[config.mk]
export PLATFORM = sky130hd
export DESIGN_NAME = fetch_unit
export DESIGN_NICKNAME = d
export VERILOG_FILES = /design/src/rtl/fetch_pkg.sv /design/src/rtl/fetch_out_reg.sv /design/src/rtl/fetch_unit.sv
export SDC_FILE = /design/constraint.sdc
export NUM_CORES = 1
export LEC_CHECK = 0
export ABC_AREA = 1
export BUFFER_PORTS_ARGS = -buffer_cell sky130_fd_sc_hd__buf_2
export CAP_MARGIN = 10
export CORE_UTILIZATION = 54
export CTS_CLUSTER_DIAMETER = 200
export CTS_CLUSTER_SIZE = 24
export DETAILED_ROUTE_END_ITERATION = 8
export PLACE_DENSITY = 0.85
export SYNTH_ARGS = -nofsm -noshare
export SYNTH_HDL_FRONTEND = slang
export SYNTH_SLANG_ARGS = --single-unit
[constraint.sdc]
create_clock -name clk_i -period 5.2 [get_ports clk_i]
set_input_delay 1.04 -clock clk_i [delete_from_list [all_inputs] [get_ports clk_i]]
set_output_delay 1.04 -clock clk_i [all_outputs]
set_load 0.1 [all_outputs]
[src/rtl/fetch_pkg.sv]
// fetch_pkg: shared FSM type and constants for the instruction fetch unit
package fetch_pkg;
  typedef enum logic [1:0] {IDLE, RUN, HALT} fetch_state_t;
  localparam int unsigned INSTR_BYTES = 4;
  localparam logic [31:0] NOP = 32'h0000_0013;
endpackage

[src/rtl/fetch_out_reg.sv]
// fetch_out_reg: valid/ready output stage holding one fetched instruction
module fetch_out_reg (
  input  logic        clk_i,
  input  logic        rst_ni,
  input  logic        flush_i,
  input  logic        load_i,
  input  logic        ready_i,
  input  logic [31:0] instr_i,
  input  logic [31:0] pc_i,
  output logic        valid_o,
  output logic [31:0] instr_o,
  output logic [31:0] pc_o
);
  logic        valid_q;
  logic [31:0] instr_q;
  logic [31:0] pc_q;
  // flush beats load, load beats drain; otherwise the stage holds (stall)
  always_ff @(posedge clk_i) begin
    if (!rst_ni) begin
      valid_q <= 1'b0;
      instr_q <= '0;
      pc_q    <= '0;
    end else if (flush_i) begin
      valid_q <= 1'b0;
    end else if (load_i) begin
      valid_q <= 1'b1;
      instr_q <= instr_i;
      pc_q    <= pc_i;
    end else if (ready_i) begin
      valid_q <= 1'b0;
    end
  end
  assign valid_o = valid_q;
  assign instr_o = instr_q;
  assign pc_o    = pc_q;
endmodule

[src/rtl/fetch_unit.sv]
// fetch_unit: sequential instruction fetch with stall, redirect and fault halt
module fetch_unit
  import fetch_pkg::*;
#(
  parameter logic [31:0] RESET_PC  = 32'h0000_0000,
  parameter int unsigned MEM_BYTES = 1024
) (
  input  logic        clk_i,
  input  logic        rst_ni,
  output logic [31:0] imem_addr_o,
  input  logic [31:0] imem_data_i,
  output logic [31:0] instr_o,
  output logic [31:0] pc_o,
  output logic        valid_o,
  input  logic        ready_i,
  input  logic        redirect_i,
  input  logic [31:0] redirect_pc_i,
  output logic        fault_o,
  output logic [31:0] fault_pc_o,
  output logic [31:0] fetch_count_o
);
  localparam logic [31:0] LAST_PC = 32'(MEM_BYTES - INSTR_BYTES);
  fetch_state_t state_q;
  logic [31:0]  pc_q, pc_d, fault_pc_q, fetch_count_q;
  logic         fault_q, can_load, out_of_range, load;
  assign pc_d         = pc_q + 32'(INSTR_BYTES);
  assign can_load     = !valid_o || ready_i;
  assign out_of_range = pc_q > LAST_PC;
  assign load         = (state_q == RUN) && can_load && !out_of_range && !redirect_i;
  fetch_out_reg u_out (
    .clk_i  (clk_i),
    .rst_ni (rst_ni),
    .flush_i(redirect_i),
    .load_i (load),
    .ready_i(ready_i),
    .instr_i(imem_data_i),
    .pc_i   (pc_q),
    .valid_o(valid_o),
    .instr_o(instr_o),
    .pc_o   (pc_o)
  );
  // control FSM, PC, fault capture and handshake counter; redirect overrides everything
  always_ff @(posedge clk_i) begin
    if (!rst_ni) begin
      state_q       <= IDLE;
      pc_q          <= RESET_PC;
      fault_q       <= 1'b0;
      fault_pc_q    <= '0;
      fetch_count_q <= '0;
    end else begin
      if (valid_o && ready_i) fetch_count_q <= fetch_count_q + 32'd1;
      if (redirect_i) begin
        pc_q <= redirect_pc_i;
        if (redirect_pc_i[1:0] == 2'b00) begin
          state_q <= RUN;
          fault_q <= 1'b0;
        end else begin
          state_q    <= HALT;
          fault_q    <= 1'b1;
          fault_pc_q <= redirect_pc_i;
        end
      end else begin
        case (state_q)
          IDLE: state_q <= RUN;
          RUN: begin
            if (can_load && out_of_range) begin
              state_q    <= HALT;
              fault_q    <= 1'b1;
              fault_pc_q <= pc_q;
            end else if (can_load) begin
              pc_q <= pc_d;
            end
          end
          default: state_q <= HALT;
        endcase
      end
    end
  end
  assign imem_addr_o   = pc_q;
  assign fault_o       = fault_q;
  assign fault_pc_o    = fault_pc_q;
  assign fetch_count_o = fetch_count_q;
endmodule

### After elaboration in Yosys (flattened, before gate mapping)

Index checks and enable logic that the tools add are counted.

* flip-flop bits (word level): 164
* input bits: 68
* output and inout bits: 162
* word-level logic and storage cells: 55

* add/sub/neg operators: 2
* magnitude comparators: 1
* equality and inequality tests: 4
* multiplexer cells: 18
* bitwise gates (word level): 2
* reductions and logical operators: 20

Operator list (count)
* $mux 32: 8
* $add 32x1->32 const B: 1
* $add 32x3->32 const B: 1
* $gt 32x10->1 const B: 1
* $reduce_bool 2->1: 4
* $mux 1: 6
* $mux 2: 3
* $reduce_and 3->1: 2
* $logic_and 1x1->1: 5
* $logic_not 2->1: 2
* $ne 2x2->1 const B: 2
* $pmux 2 s2: 1
* $reduce_and 2->1: 2
* $logic_not 1->1: 3
* $ne 3x2->1 const B: 1
* $eq 2x1->1 const B: 1
* $not 1->1: 2
* $reduce_or 2->1: 1
* $logic_or 1x1->1: 1

### Longest topological paths before layout

Gate-level depths: netlist (run 1).

* word-level depth: 6
* gate-level depth with buffers: 13
* gate-level depth less buffers: 12

### Cells and area by module

A second synthesis (run 1) with hierarchy kept.

* cell total of the unflattened synthesis: 1136
* area, all modules: 7648.6 µm²

Modules (own cells, without submodules)
* fetch_unit: times used 1, cells an instance 717, area an instance 4823.4 µm², sequential area each 1981.9 µm²
* fetch_out_reg: times used 1, cells an instance 419, area an instance 2825.2 µm², sequential area each 1301.2 µm²

### Least setup slack after synthesis (run 1)

Ideal clock, no wire load.

* path kind: reg-to-reg
* from: reg pc_q[3], in the netlist imem_addr_o[3]
* to: reg u_out.pc_q[13], in the netlist u_out.pc_o[13]
* library setup time: 66 ps
* data arrival time: 2377 ps
* required time: 5134 ps
* slack: 2757 ps
* stages on the path, launching flop included: 14
* buffers on the path: 2
* period minus slack after synthesis: 2443 ps
* cell sequence: dfxtp_1 ha_1 nand2_1 nor2_2 nand3_1 nand2_1 nor2_2 nand2_2 nor2_4 inv_2 buf_6 buf_4 nand2_1 nor2_1

* cells in the longest elaborated chain, start to end: 5

RTL lines
* start: declaration: line fetch_unit.sv:24 `logic [31:0] pc_q, pc_d, fault_pc_q, fetch_count_q;`
* start signal: assignment: line fetch_unit.sv:53 `pc_q <= redirect_pc_i;`
* start signal: assignment: line fetch_unit.sv:71 `pc_q <= pc_d;`
* $gt 32x10->1: line fetch_unit.sv:28 `assign out_of_range = pc_q > LAST_PC;`
* $logic_not 1->1: line fetch_unit.sv:29 `assign load = (state_q == RUN) && can_load && !out_of_range && !redirect_i;`
* $logic_and 1x1->1 (2 in series): line fetch_unit.sv:29
* $reduce_and 2->1 (no source line)
* end signal: assignment: line fetch_out_reg.sv:28 `pc_q <= pc_i;`
* end: declaration: line fetch_out_reg.sv:16 `logic [31:0] pc_q;`

Every way passes these cells.
A chain may end at the register's enable or synchronous reset.

### Final worst setup path (run 1)

* from: reg pc_q[3], in the netlist imem_addr_o[3]
* to: reg u_out.pc_q[4], in the netlist u_out.pc_o[4]

Same word-level chain as after synthesis.

==> results of run 1 <==
## per-layer routing
metal | GRT usage (%) | wire [microns] | share of wire, %
met1 | 36.62 | 8096 | 44
met2 | 44.74 | 8366 | 45
met3 | 8.909 | 1526 | 8.2
met4 | 11.60 | 539 | 2.9
met5 | 0 | 0 | 0
## kinds of logic (layout without fill, tap and decap cells)
logic type / after synthesis / count (layout) / share of synthesized area, %
AOI/OAI and AO/OA: 145 / 145 / 11.01
xor gates and xnor gates: 4 / 4 / 0.5087
adders and majority gates: 2 / 2 / 0.3633
muxes: 21 / 21 / 3.052
and+or+nand+nor: 512 / 512 / 31.12
DFF: 164 / 164 / 47.67
buffers and inverters: 99 / 318 / 6.268
## per-stage QoR
step | setup slack, ns | hold slack (ns)
final | 2.179 | 0.4391
after global routing | 1.894 | 0.4591
after CTS | 2.193 | 0.4397
after detailed placement | 1.959 | 0.4249
after global placement | 2.029 | 0.4233
after floorplan | 2.757 | 0.5714
## worst reg2reg max path: cells and delay by family (launching register included)
family | cells | cell delay, ns
buf+inv | 3 | 1.33
fa+ha+maj | 1 | 0.23
simple gates | 8 | 0.77
flops | 1 | 0.49
compound gates | 1 | 0.14
## sequential cells by signal (all words and copies together) (netlist names)
| register | cells |
|---|---|
| u_out.instr_o | 32 |
| fault_pc_o | 32 |
| imem_addr_o | 32 |
| fault_o | 1 |
| fetch_count_o | 32 |
| u_out.valid_o | 1 |
| u_out.pc_o | 32 |
| state_q | 2 |
## power breakdown
group          leakage (nW)  internal (mW)  switching (mW)
clock                 0.290          0.772           0.502
combinational          2.56         0.0975           0.418
sequential             1.34           1.30          0.0290
## cell type report
class | count | share of cell area [%]
multi-input combinational | 684 | 36.70
tap | 168 | 2.432
clock inverter | 7 | 1.086
sequential | 164 | 37.98
inverter | 52 | 2.258
clock buffer | 25 | 5.848
timing repair buffer | 234 | 13.69
## worst max-delay path by stage
stage | start | end | slack (ns) | cells past startpoint
finish | imem_addr_o[3] | u_out.pc_o[4] | 2.18 | 13
CTS | imem_addr_o[3] | u_out.pc_o[4] | 2.19 | 13
global placement | ready_i | u_out.pc_o[4] | 2.03 | 10
global route | imem_addr_o[3] | u_out.pc_o[4] | 1.89 | 13
detailed placement | ready_i | u_out.pc_o[4] | 1.96 | 10
floorplan | imem_addr_o[3] | u_out.pc_o[13] | 2.76 | 13
## layout by cell type (no fill, tap or decap), types with 4 or more instances in the layout
master     netlist  final
nand2_1        195    195
buf_4            1      5
nand4_1          7      7
mux2i_1         21     21
buf_2           15    229
nor2_2          24     24
inv_2            4      5
a21oi_1         76     76
nand2_2          5      5
nor3_1          20     20
clkbuf_8         0      5
nand3_1         47     47
nor2_1         203    203
o21ai_0         58     58
inv_1           48     47
xor2_1           4      4
clkbuf_16        0     17
dfxtp_1        164    164
nand3b_1         4      4
==> summary.txt, run 1 <==
Placement
  – Global placement routability congestion: 0.8637
  – Total instance count after detailed placement: 1302
  – IO buf count: 229
  – Post-Place Cell Area: 8044 sq um
  – Detailed placement HPWL: 12300 microns

Clocking
  – CTS tree: built
  – CTS Hold Buffers Added: 0
  – Sinks on the clock net: 164
  – Largest buffer count on any clock path: 2
  – Inserted Clock Buffers: 17
  – Clock latency reported for the late side of the worst-skew pair: 0.42 ns
  – Number of resized instances in the post-cts repair step: 0
  – Post-CTS Repair Setup Buffers: 0
  – Clock root buffer: clkbuf_16
  – Clock-pin slew on the worst setup and hold paths: 0.07 ns
  – Number of levels the H-tree was split into: 4

Floorplanning
  – Overall die width: 114.9 microns
  – Core ar.: 12210 sq um
  – Std cell rows: 40
  – Die area: 13210 sq um
  – Effective utilization at floorplan: 56.39%
  – Overall die height: 114.9 microns
  – Number of top-level design ports: 230

Yosys
  – Post-Synthesis Mean Instance Area: 7.272 sq um
  – Largest cells by area after synthesis: dfxtp_1 48%, nor2_1 11%, nand2_1 11%, a21oi_1 5.5%, o21ai_0 4.2%
  – Async set-reset flop share out of synthesis: 0%
  – Number of distinct library cell variants in the gate-level netlist after synthesis: 34
  – Top flip-flop cell by instance count after synthesis: dfxtp_1
  – Proportion of netlist area held by the largest area contributor: 47.67%
  – Post-Synthesis Cell Area: 6887 sq um
  – Post-synthesis register bit count: 164
  – Synth area leader: dfxtp_1
  – Number of warnings issued by yosys: 0
  – Share of the yosys chip area belonging to registers: 47.67%
  – Syn Nets: 1017
  – Number of enable-type register cells in the synthesized netlist: 0
  – Most common library cells after synthesis: 203 x nor2_1, 195 x nand2_1, 164 x dfxtp_1, 76 x a21oi_1, 58 x o21ai_0
  – Library cell with the highest instance count after synthesis: nor2_1
  – Cell count after synthesis: 947

Timing
  – Setup Skew: 0.009917 ns
  – Clock period minus final worst setup slack: 3.021 ns
  – Unrepaired setup endpoints after global routing: no
  – Final hold violations: 0
  – Post-route setup TNS: 0 ns
  – Transition time of the tightest slew-check pin: 1.113 ns
  – F_max: 331.0 MHz
  – Final-report setup violation count: 0
  – Final cycle utilization of the critical path: 58.10%
  – Slew Limit Headroom: 25.51%
  – Final-report max-slew violation count: 0

Finish
  – Core utilization of the finished layout: 70.78%
  – Post-Layout Cell Count: 1334
  – Area overhead of the layout relative to synthesis: 25.51%
  – Antenna fix cells: 0
  – Post-layout instance area: 8643 sq um
  – Final layout net count: 1223
  – Count of filler cells inserted in the layout: 1032
  – Area used by sequential logic in the layout: 3283 sq um
  – Share of layout cells above drive strength 1: 26.07%
  – Area taken by multi-input logic gates: 3172 sq um

Outcome
  – Status: completed

Routing
  – Final routed wire length divided by cell count: 13.89 microns
  – Detailed-route vias per instance: 5.198
  – Total routed wirelength: 18530 microns
  – DRC violation count after routing: 0
  – First-iteration detailed-routing DRC count: 736
  – DR vias: 6934
  – Detail Route Antenna Nets: 0
  – Pre-antenna DRT Iters: 5

Setup path
  – Kind of cell with the highest combined delay on the critical path: buffers and inverters
  – Largest fanout on the critical path: 42
  – Worst path max stage delay: 0.62 ns
  – Minimum setup slack among reg-to-reg paths: 2.18 ns
  – Number of buffers and inverters on the critical path: 3
  – Dominant cell type by count on the critical path: nand2_1
  – Worst setup path category: register to register
  – Cells traversed along the worst timing path: ha_1 > nand2_1 > nor2_2 > nand3_1 > nand2_1 > nor2_2 > nand2_2 > nor2_4 > buf_4 > inv_2 > buf_4 > nand2_1 > a21oi_1
  – Terminus of the critical flop-to-flop path: u_out.pc_o[4]
  – CP Launch Type: register
  – Startpoint of the worst-slack reg-to-reg timing path: imem_addr_o[3]
  – Worst-path cell with the longest stage delay: inv_2
  – Worst Path Required: 5.55 ns
  – Number of cells on the worst reg-to-reg path: 13
  – Arrival time worst endpoint: 3.37 ns
  – Type of destination of the critical path: register

Global route
  – Total GRT Usage: 28.56%
  – Global-route wire length before repair: 30120 microns
  – Initial antenna violation count: 0
  – Pin count of the biggest net entering global routing: 90
  – Vias in the first global route: 6327
  – Overflow left after global routing: 0

Hold path
  – WHS Endpoint: u_out.pc_o[13]
  – HP Class: register to register
  – Start point of the worst hold path: u_out.pc_o[13]
  – Hold-critical path depth: 2

Power and ir drop
  – Cell Pwr Density: 360.5 nW/um^2
  – Sum of internal, switching and leakage power: 3.116 mW
  – Maximum vdd drop: 0.2411 mV
  – Leakage power: 4.183 nW

Run
  – Maximum Capacitance Violations: 0
Note: power is estimated with default switching activity, not from simulation.
==> run 2: changes to the inputs <==
CORE_UTILIZATION = 46   (was 54)
PLACE_DENSITY = 0.77   (was 0.85)
clock period = 2.55 ns   (was 5.2 ns; I/O delays follow)
==> summary.txt, run 2 (synthesized netlist as in run 1, its figures left out) <==
Outcome
  – Status: completed

Power and ir drop
  – Sum of internal, switching and leakage power: 6.319 mW
  – Maximum vdd drop: 0.4628 mV
  – Cell Pwr Density: 720.8 nW/um^2
  – Leakage power: 4.240 nW

Routing
  – First-iteration detailed-routing DRC count: 393
  – Detail Route Antenna Nets: 0
  – Pre-antenna DRT Iters: 5
  – Total routed wirelength: 19190 microns
  – DR vias: 6911
  – Highest layer used for signal routing: met4
  – Detailed-route vias per instance: 5.085
  – Final routed wire length divided by cell count: 14.12 microns
  – M1 wire length: 8545 microns
  – DR WL met2: 8839 microns
  – WL met3: 1467 microns
  – DRC violation count after routing: 0

Finish
  – Final layout net count: 1232
  – Antenna fix cells: 0
  – Commonest non-fill, non-tap cell in the layout: buf_2
  – Count of filler cells inserted in the layout: 1356
  – Most used cells in the layout excluding fill and tap cells: 229 x buf_2, 203 x nor2_1, 195 x nand2_1
  – Area overhead of the layout relative to synthesis: 27.31%
  – Share of layout cells above drive strength 1: 26.72%

Clocking
  – CTS Hold Buffers Added: 0
  – Sinks on the clock net: 164
  – Clock-pin slew on the worst setup and hold paths: 0.06 ns
  – Clock root buffer: clkbuf_16
  – Number of levels the H-tree was split into: 4
  – Clock latency reported for the late side of the worst-skew pair: 0.42 ns
  – Number of resized instances in the post-cts repair step: 0
  – Inserted Clock Buffers: 17
  – CTS tree: built
  – Post-CTS Repair Setup Buffers: 0
  – Largest buffer count on any clock path: 2

Setup path
  – Worst setup path category: register to register
  – Cells traversed along the worst timing path: ha_1 > nand2_1 > nor2_2 > nand3_1 > nand2_1 > nor2_2 > nand2_2 > nor2_4 > inv_2 > buf_4 > nand2_1 > a21oi_1
  – Worst-path cell with the longest stage delay: dfxtp_1
  – Arrival time worst endpoint: 2.52 ns
  – Worst Path Required: 2.90 ns
  – Dominant cell type by count on the critical path: nand2_1
  – Largest fanout on the critical path: 18
  – CP Launch Type: register
  – Type of destination of the critical path: register
  – Minimum setup slack among reg-to-reg paths: 0.38 ns
  – Worst path max stage delay: 0.46 ns

Floorplanning
  – Core ar.: 14590 sq um
  – Overall die height: 124.4 microns
  – Overall die width: 124.4 microns
  – Die area: 15460 sq um
  – Std cell rows: 44
  – Effective utilization at floorplan: 47.20%
  – Number of top-level design ports: 230

Timing
  – Final-report max-slew violation count: 0
  – Final cycle utilization of the critical path: 85.03%
  – Post-route setup TNS: 0 ns
  – Final-report setup violation count: 0
  – Unrepaired setup endpoints after global routing: no
  – Transition time of the tightest slew-check pin: 1.002 ns
  – Slew Limit Headroom: 33.08%
  – Hold Worst Slack: 0.3139 ns
  – F_max: 461.2 MHz
  – Clock period minus final worst setup slack: 2.168 ns
  – Setup Skew: 0.01448 ns
  – Final hold violations: 0
  – Worst path setup slack after routing: 0.3817 ns

Placement
  – IO buf count: 229
  – Worst-case setup slack after placement: 0.3874 ns
  – Detailed placement HPWL: 13330 microns
  – Global placement routability congestion: 0.8890

Global route
  – Global-route wire length before repair: 31550 microns
  – Initial antenna violation count: 0
  – Pin count of the biggest net entering global routing: 64
  – Vias in the first global route: 6464
  – Overflow left after global routing: 0
  – Total GRT Usage: 24.84%

Hold path
  – HP Class: primary input to register

Run
  – Maximum Capacitance Violations: 0
[run 2: path summary, 6_finish.rpt]
path,to,depth (start not counted),from
setup / recovery,u_out.pc_o[6],12,imem_addr_o[3]
hold / removal,u_out.instr_o[5],3,imem_data_i[5]
setup reg to reg,u_out.pc_o[6],12,imem_addr_o[3]
hold reg to reg,u_out.pc_o[26],2,u_out.pc_o[26]
[run 2: worst max-delay path: cells and delay by family, from the launching register on]
kind | cells | cell delay (ns)
simple gates | 8 | 0.75
buf+inv | 2 | 0.55
flops | 1 | 0.46
fa+ha+maj | 1 | 0.22
compound gates | 1 | 0.12
[run 2: area by class of cell]
class / instances / area [sq um] / share of cell area (%)
Timing Repair Buffer: 243 / 1301 / 14.84
Multi-Input combinational cell: 684 / 3172 / 36.18
Inverter: 52 / 195.2 / 2.226
Sequential cell: 164 / 3283 / 37.45
Clock buffer: 21 / 460.4 / 5.252
Clock inverter: 11 / 125.1 / 1.427
Tap cell: 184 / 230.2 / 2.626
[run 2: per-layer routing]
metal	up-vias	global-route usage, %
met5	-	0
met4	0	7.512
met3	27	7.818
met2	253	40.36
met1	3167	31.35
li1	3464	-
[run 2: metrics by stage]
stage	area [sq um]	util, %	std cells
final	8767	60.09	1359
after global routing	8767	60.09	1359
after CTS	8767	60.09	1359
after detailed placement	8182	56.08	1327
after global placement	8182	56.08	1327
after floorplan	6887	-	947
[run 2: power by group]
| part | internal, mW | switching (mW) |
|---|---|---|
| registers | 2.65 | 0.0590 |
| clock network | 1.50 | 1.05 |
| logic | 0.213 | 0.856 |
==> run 3: changes to the inputs <==
==> constraint.sdc (replaced) <==
create_clock -name clk_i -period 2.55 [get_ports clk_i]
set_input_delay 0.1275 -clock clk_i [delete_from_list [all_inputs] [get_ports clk_i]]
set_output_delay 0.1275 -clock clk_i [all_outputs]
set_load 0.1 [all_outputs]
==> summary.txt, run 3 (synthesized netlist as in run 1, its figures left out) <==
Global route
  – Pin count of the biggest net entering global routing: 65
  – Total GRT Usage: 25.63%
  – Global-route wire length before repair: 32050 microns
  – Initial antenna violation count: 1
  – Vias in the first global route: 6571
  – Overflow left after global routing: 0

Clocking
  – Inserted Clock Buffers: 17
  – CTS tree: built
  – Clock latency reported for the late side of the worst-skew pair: 0.43 ns
  – Clock root buffer: clkbuf_16
  – Clock-pin slew on the worst setup and hold paths: 0.06 ns
  – Number of resized instances in the post-cts repair step: 0
  – Number of levels the H-tree was split into: 4
  – Sinks on the clock net: 164
  – Largest buffer count on any clock path: 2

Routing
  – First-iteration detailed-routing DRC count: 463
  – Pre-antenna DRT Iters: 5
  – DR vias: 7041
  – Detailed-route vias per instance: 5.004
  – Detail Route Antenna Nets: 0
  – Final routed wire length divided by cell count: 14.11 microns
  – DRC violation count after routing: 0
  – Total routed wirelength: 19850 microns

Outcome
  – Status: completed

Finish
  – Area overhead of the layout relative to synthesis: 33.90%
  – Count of filler cells inserted in the layout: 1288
  – Share of layout cells above drive strength 1: 25.37%
  – Area used by sequential logic in the layout: 3283 sq um
  – Area taken by multi-input logic gates: 3172 sq um
  – Most used cells in the layout excluding fill and tap cells: 229 x buf_2, 203 x nor2_1, 195 x nand2_1
  – Commonest non-fill, non-tap cell in the layout: buf_2
  – Final layout net count: 1280

Timing
  – Post-route setup TNS: 0 ns
  – Final cycle utilization of the critical path: 81.56%
  – Final-report setup violation count: 0
  – Worst path setup slack after routing: 0.4701 ns
  – Transition time of the tightest slew-check pin: 1.022 ns
  – Setup Skew: 0.01422 ns
  – F_max: 480.8 MHz
  – Final hold violations: 0
  – Unrepaired setup endpoints after global routing: no
  – Slew Limit Headroom: 31.79%
  – Clock period minus final worst setup slack: 2.080 ns
  – Final-report max-slew violation count: 0

Floorplanning
  – Number of top-level design ports: 230
  – Overall die height: 124.4 microns
  – Die area: 15460 sq um
  – Overall die width: 124.4 microns
  – Effective utilization at floorplan: 47.20%
  – Std cell rows: 44
  – Core ar.: 14590 sq um

Placement
  – Global placement routability congestion: 0.8920
  – IO buf count: 229
  – Worst-case setup slack after placement: 0.4676 ns
  – Detailed placement HPWL: 12990 microns

Setup path
  – Largest fanout on the critical path: 27
  – Type of destination of the critical path: register
  – Arrival time worst endpoint: 2.43 ns
  – Worst Path Required: 2.90 ns
  – CP Launch Type: register
  – Worst setup path category: register to register

Power and ir drop
  – Maximum vdd drop: 0.5053 mV
  – Leakage power: 4.419 nW
  – Cell Pwr Density: 680.1 nW/um^2

Hold path
  – HP Class: primary input to register

Run
  – Maximum Capacitance Violations: 0
-- run 3: critical path, cell delays in order (launching register included) --
cell and delay [ns]:
dfxtp_1 0.42, ha_1 0.20, nand2_1 0.09, nor2_2 0.13, nand3_1 0.09, nand2_1 0.09, nor2_2 0.05, nand2_2 0.12
nor2_4 0.05, inv_2 0.35, buf_12 0.24, nand2_1 0.07, a21oi_1 0.11
-- run 3: final timing paths --
kind                     startpoint               to  slack, ns  cells after the start
hold reg to reg      u_out.pc_o[14]   u_out.pc_o[14]       0.43                      2
setup reg to reg     imem_addr_o[3]    u_out.pc_o[9]       0.47                     12
hold / removal    redirect_pc_i[22]  imem_addr_o[22]       0.01                      3
setup / recovery     imem_addr_o[3]    u_out.pc_o[9]       0.47                     12
-- run 3: where the power goes --
part	switching [mW]	leakage (nW)	total, mW	internal [mW]
clock network	1.04	0.266	2.44	1.40
logic	0.870	2.82	1.13	0.257
registers	0.0558	1.34	2.70	2.65
-- run 3: what timing repair did --
action / CTS / global route
setup buffers: 0 / 0
endpoints found under the hold margin: 51 / 0
hold buffers: 51 / 0
-- run 3: metal layers --
layer  track usage (%)  up-vias  routed length (microns)
li1                  -     3578                        -
met1             31.28     3169                     8626
met2             41.89      260                     9185
met3             7.474       34                     1504
met4             10.99        0                      530
met5                 0        -                        0
-- run 3: stage by stage --
stage / util, % / power (mW) / instance area (sq um) / instances / hold slack, ns
after floorplan: - / 3.599 / 6887 / 947 / 0.2557
after global placement: 55.84 / 3.810 / 8147 / 1324 / 0.3483
after detailed placement: 55.84 / 3.818 / 8147 / 1324 / 0.3571
after CTS: 63.19 / 6.321 / 9219 / 1406 / 0.002459
after global routing: 63.19 / 6.498 / 9219 / 1406 / 0.02586
final: 63.21 / 6.271 / 9221 / 1407 / 0.01329
-- run 3: final cells by class --
cell class	instances	share of cell area [%]
sequential	164	35.60
timing repair buffer	291	19.27
clock buffer	21	4.993
multi-input combinational	684	34.40
antenna	1	0.02714
clock inverter	10	1.099
tap	184	2.497
inverter	52	2.117
